<file path="src/rtl/imem_boot_loader.sv">
// Boot loader: receives a byte-stream program image, writes 32-bit little-endian words
// into instruction memory, checks the trailing XOR checksum and gates the core reset.
module imem_boot_loader #(
  parameter int ADDR_WIDTH = 8,
  parameter int MAX_WORDS  = 256
) (
  input  logic                  clock,
  input  logic                  reset,
  input  logic                  in_valid,
  input  logic [7:0]            in_data,
  output logic                  in_ready,
  output logic                  imem_we,
  output logic [ADDR_WIDTH-1:0] imem_addr,
  output logic [31:0]           imem_wdata,
  output logic                  core_reset,
  output logic                  done,
  output logic                  error,
  output logic [ADDR_WIDTH:0]   word_count,
  output logic [2:0]            dbg_state
);

  // Handshake: a byte moves only on a rising edge where in_valid && in_ready;
  // in_ready depends on the state alone, never on in_valid.
  typedef enum logic [2:0] {
    S_HDR0  = 3'd0,
    S_HDR1  = 3'd1,
    S_LOAD  = 3'd2,
    S_CSUM  = 3'd3,
    S_DONE  = 3'd4,
    S_ERROR = 3'd5
  } state_t;

  localparam logic [15:0] MAX_N = 16'(MAX_WORDS);

  state_t                state_q, state_d;
  logic [15:0]           count_q, count_d;
  logic [1:0]            byte_cnt_q, byte_cnt_d;
  logic [7:0]            xor_q, xor_d;
  logic [23:0]           asm_q, asm_d;
  logic                  we_q, we_d;
  logic [ADDR_WIDTH-1:0] addr_q, addr_d;
  logic [31:0]           wdata_q, wdata_d;
  logic [ADDR_WIDTH:0]   word_count_q, word_count_d;
  logic [ADDR_WIDTH:0]   word_inc;
  logic                  accept;

  assign in_ready = (state_q == S_HDR0) || (state_q == S_HDR1) ||
                    (state_q == S_LOAD) || (state_q == S_CSUM);
  assign accept   = in_valid && in_ready;
  assign word_inc = word_count_q + {{ADDR_WIDTH{1'b0}}, 1'b1};

  always_comb begin
    state_d      = state_q;
    count_d      = count_q;
    byte_cnt_d   = byte_cnt_q;
    xor_d        = xor_q;
    asm_d        = asm_q;
    we_d         = 1'b0;
    addr_d       = addr_q;
    wdata_d      = wdata_q;
    word_count_d = word_count_q;
    case (state_q)
      S_HDR0: begin
        if (accept) begin
          count_d[7:0] = in_data;
          state_d      = S_HDR1;
        end
      end
      S_HDR1: begin
        if (accept) begin
          count_d[15:8] = in_data;
          if ((count_d == 16'd0) || (count_d > MAX_N)) state_d = S_ERROR;
          else                                          state_d = S_LOAD;
        end
      end
      S_LOAD: begin
        if (accept) begin
          xor_d      = xor_q ^ in_data;
          byte_cnt_d = byte_cnt_q + 2'd1;
          case (byte_cnt_q)
            2'd0: asm_d[7:0]   = in_data;
            2'd1: asm_d[15:8]  = in_data;
            2'd2: asm_d[23:16] = in_data;
            default: begin
              // Fourth byte completes the word; the address is the pre-increment count.
              we_d         = 1'b1;
              addr_d       = word_count_q[ADDR_WIDTH-1:0];
              wdata_d      = {in_data, asm_q};
              word_count_d = word_inc;
              if (16'(word_inc) == count_q) state_d = S_CSUM;
            end
          endcase
        end
      end
      S_CSUM: begin
        if (accept) begin
          if (in_data == xor_q) state_d = S_DONE;
          else                  state_d = S_ERROR;
        end
      end
      default: ;
    endcase
  end

  always_ff @(posedge clock) begin
    if (reset) begin
      state_q      <= S_HDR0;
      count_q      <= '0;
      byte_cnt_q   <= '0;
      xor_q        <= '0;
      asm_q        <= '0;
      we_q         <= 1'b0;
      addr_q       <= '0;
      wdata_q      <= '0;
      word_count_q <= '0;
    end else begin
      state_q      <= state_d;
      count_q      <= count_d;
      byte_cnt_q   <= byte_cnt_d;
      xor_q        <= xor_d;
      asm_q        <= asm_d;
      we_q         <= we_d;
      addr_q       <= addr_d;
      wdata_q      <= wdata_d;
      word_count_q <= word_count_d;
    end
  end

  assign imem_we    = we_q;
  assign imem_addr  = addr_q;
  assign imem_wdata = wdata_q;
  assign word_count = word_count_q;
  assign done       = (state_q == S_DONE);
  assign error      = (state_q == S_ERROR);
  assign core_reset = (state_q != S_DONE);
  assign dbg_state  = state_q;

endmodule

</file>
<file path="config.mk">
export PLATFORM = sky130hd
export DESIGN_NAME = imem_boot_loader
export DESIGN_NICKNAME = d
export VERILOG_FILES = /design/src/rtl/imem_boot_loader.sv
export SDC_FILE = /design/constraint.sdc
export NUM_CORES = 1
export LEC_CHECK = 0
export CAP_MARGIN = 15
export CORE_MARGIN = 2
export CORE_UTILIZATION = 60
export DETAILED_ROUTE_END_ITERATION = 8
export DONT_BUFFER_PORTS = 1
export PLACE_DENSITY = 0.76
export SYNTH_ARGS = -nofsm -noshare
export SYNTH_HDL_FRONTEND = slang
export SYNTH_SLANG_ARGS = --single-unit
</file>
<file path="constraint.sdc">
create_clock -name clock -period 4.5 [get_ports clock]
set_input_delay 0.9 -clock clock [delete_from_list [all_inputs] [get_ports clock]]
set_output_delay 0.9 -clock clock [all_outputs]
set_load 0.02 [all_outputs]
</file>
==> impl_results.md <==
* Final hold violation count at 0
* Status: finished clean
* Die area at about 7800 µm²
* Post-DR vias/cell at around 5.6
* Pwr Density at around 360 nW/µm²
* First-pass DRT Iterations at 4
* PortBufs at 0
* Least-Margin Pin Slew at around 0.85 ns
* Main flop type after synthesis: dfxtp_1
* Commonest cells after routing, fill and taps aside: nand2_1 (162), dfxtp_1 (103), a21oi_1 (88), nand3_1 (29), nor2_1 (21)
* Register area share after synthesis at around half
* Pre-CTS setup slack at 1.46 ns
* DP HPWL at just under 6 mm
* Clk sink count at ~100
* Die Y at slightly below 90 µm
* Final Max Slew Viols at 0
* Vias after detailed routing at between 3000 and 4000
* Flop-to-flop setup slack at about 1.7 ns
* Row Count at 30
* Hold path cells at 2
* Async set-reset flop share out of synthesis at 0%
* Post-Syn Instances at approximately 540
* Post-Route WL at between 9 and 10 mm
* Max VDD drop at ~0.19 mV
* Initial DRC Count at 195
* Post-Syn Area at ~4300 µm²
* Clock tree buffer depth at 2
* Cts bufs inserted at 9
* Syn Area/Cell at just under 8 µm²
* Static Leak at between 1 and 1.5 nW
* Die Wd at just under 90 µm
* First-pass GRT wire length at 14.5 mm
* Antenna Nets Post-Route at 0
* Root Driver: clkbuf_8
* Filler cells at roughly 610
* Synth warn at 0
* CTS resizes at 0
* CTS tree: yes
* HP Start: asm_q[13]
* Relative slew slack at a little over two fifths
* Peak Freq at roughly 360 MHz
* Synthesized flop and latch total at between 100 and 150
* Max-Cap Viols at 0
* Overflow after GRT at 0
* Area Growth Syn to Fin at 4.12%
* Commonest non-fill, non-tap cell in the layout: nand2_1
* Period utilization at around three fifths
* Post-synth cell types at 42
* Clk pin slew, worst setup/hold paths at about 0.10 ns
* Drt wl/cell at approximately 15 µm
* GRT Total Usage at 23.9%
* Initial Util at 62.2%
* CP startpoint kind: flop
* Critical Path AT at 3.07 ns
* Min Tclk post-route at approximately 2.8 ns
* Setup-failing EPs final at 0
* Clock insertion delay at the later pin of the skew report at ~0.36 ns
* Multi-input gate area at slightly below 2000 µm²
* FF-to-FF End: word_count[5]
* Post-synth EDFFs at 0
* Initial antenna violation count at 0
* Clock Skew at 0.00629 ns
* Post-cts hold buffer count at 0
* Layout Utilization at about 65%
* Setup TNS at 0 ns
* Largest net degree at the start of global routing at between 100 and 150
* H-Tree Level Count at 3
* Slack of the critical path at approximately 1.7 ns
* Vias in the first global route at roughly 3100
* RSZ-0062 raised after global routing: false
* Share of layout cells above drive strength 1 at under 10%
* Storage cell area at 2060 µm²
* Core area at about 6800 µm²
* RR Startpoint: dbg_state[1]
* CP required at around 4.8 ns
* Diodes inserted at 0
* Hold Path Sink: imem_wdata[13]
* CP endpoint kind: flop
* Worst setup path class: reg -> reg
* Worst Hold Class: reg -> reg
* Worst-path fanout max at 39
* DRC viols at 0
* R2R cell count at 6
* RePlAce Congestion at between 0.9 and 1
* Top-level I/O count at around 70
* Nets@finish at about 520
* Mapped Nets at between 500 and 600
* Post-CTS Setup Inserts at 0
[state kept, by name, indices dropped and copies added (netlist names)]
register    count
imem_wdata     32
asm_q          24
count_q        16
word_count      9
imem_addr       8
xor_q           8
dbg_state       3
byte_cnt_q      2
imem_we         1
[cell families after synthesis]
logic type / synth area share [%]
xor gates and xnor gates: 7.21
DFF: 48.5
adders and majority gates: 1.47
AOI/OAI and AO/OA: 12.6
buffers and inverters: 4.68
and+or+nand+nor: 25.6
[report_power, final]
part	total (mW)	internal, mW	switching [mW]
combinational	0.0482	0.0201	0.0281
sequential	0.931	0.920	0.0115
clock	0.625	0.314	0.311
[per-layer routing]
metal	vias to the layer above	wire length [µm]	global-route usage [%]
li1	1707	-	-
met1	1601	4180	31.4
met2	91	4190	37.7
met3	17	581	6.03
met4	0	177	9.37
met5	-	0	0
[how the worst max path moves through the flow]
stage	startpoint	to	cells after the start
after floorplan	dbg_state[2]	done	3
after global placement	in_valid	word_count[3]	6
after detailed placement	in_valid	word_count[5]	6
after CTS	dbg_state[2]	done	3
after global routing	dbg_state[1]	word_count[6]	6
final	dbg_state[1]	word_count[5]	6
[worst max-delay path, cell delays in order (launching register included)]
cell and delay (ns):
dfxtp_1 0.64, nor2b_1 0.25, and2_1 0.15, buf_4 0.34
nand2_1 0.59, or3_1 0.56, a21oi_1 0.16
[metrics by stage]
| step | instance area, µm² | std cells | hold slack, ns | total power, mW |
|---|---|---|---|---|
| 2_1_floorplan | 4250 | 538 | 0.432 | 1.01 |
| 3_3_place_gp | 4210 | 593 | 0.436 | 0.998 |
| 3_5_place_dp | 4210 | 593 | 0.442 | 1.00 |
| 4_1_cts | 4430 | 608 | 0.455 | 1.62 |
| 5_1_grt | 4430 | 608 | 0.468 | 1.66 |
| 6_report | 4430 | 608 | 0.457 | 1.60 |
[cell usage after synthesis, types with 2 or more instances]
cell type    n  share of area [%]
nand2_1    162                 14
dfxtp_1    103                 49
a21oi_1     88                 10
clkbuf_1    30                2.6
nand3_1     29                3.4
nor2_1      21                1.9
xor2_1      20                4.1
xnor2_1     15                3.1
buf_2        8               0.94
ha_1         5                1.5
or3_1        5               0.74
inv_1        4               0.35
nor4_1       4               0.59
buf_1        3               0.26
nor3_1       3               0.35
o21ai_0      3               0.35
or4_1        3               0.53
and2_1       2               0.29
and4_4       2               0.53
buf_4        2               0.35
nand2b_1     2               0.29
nand4_1      2               0.29
nor2b_1      2               0.29
nor4b_1      2               0.41
[final cells by class]
type	instances	area share, %
sequential	103	46.6
timing repair buffer	3	0.509
clock inverter	6	2.09
clock buffer	9	2.80
multi-input combinational	387	45.0
inverter	4	0.339
tap	96	2.71
No activity file was read; power rests on OpenSTA's default activity.
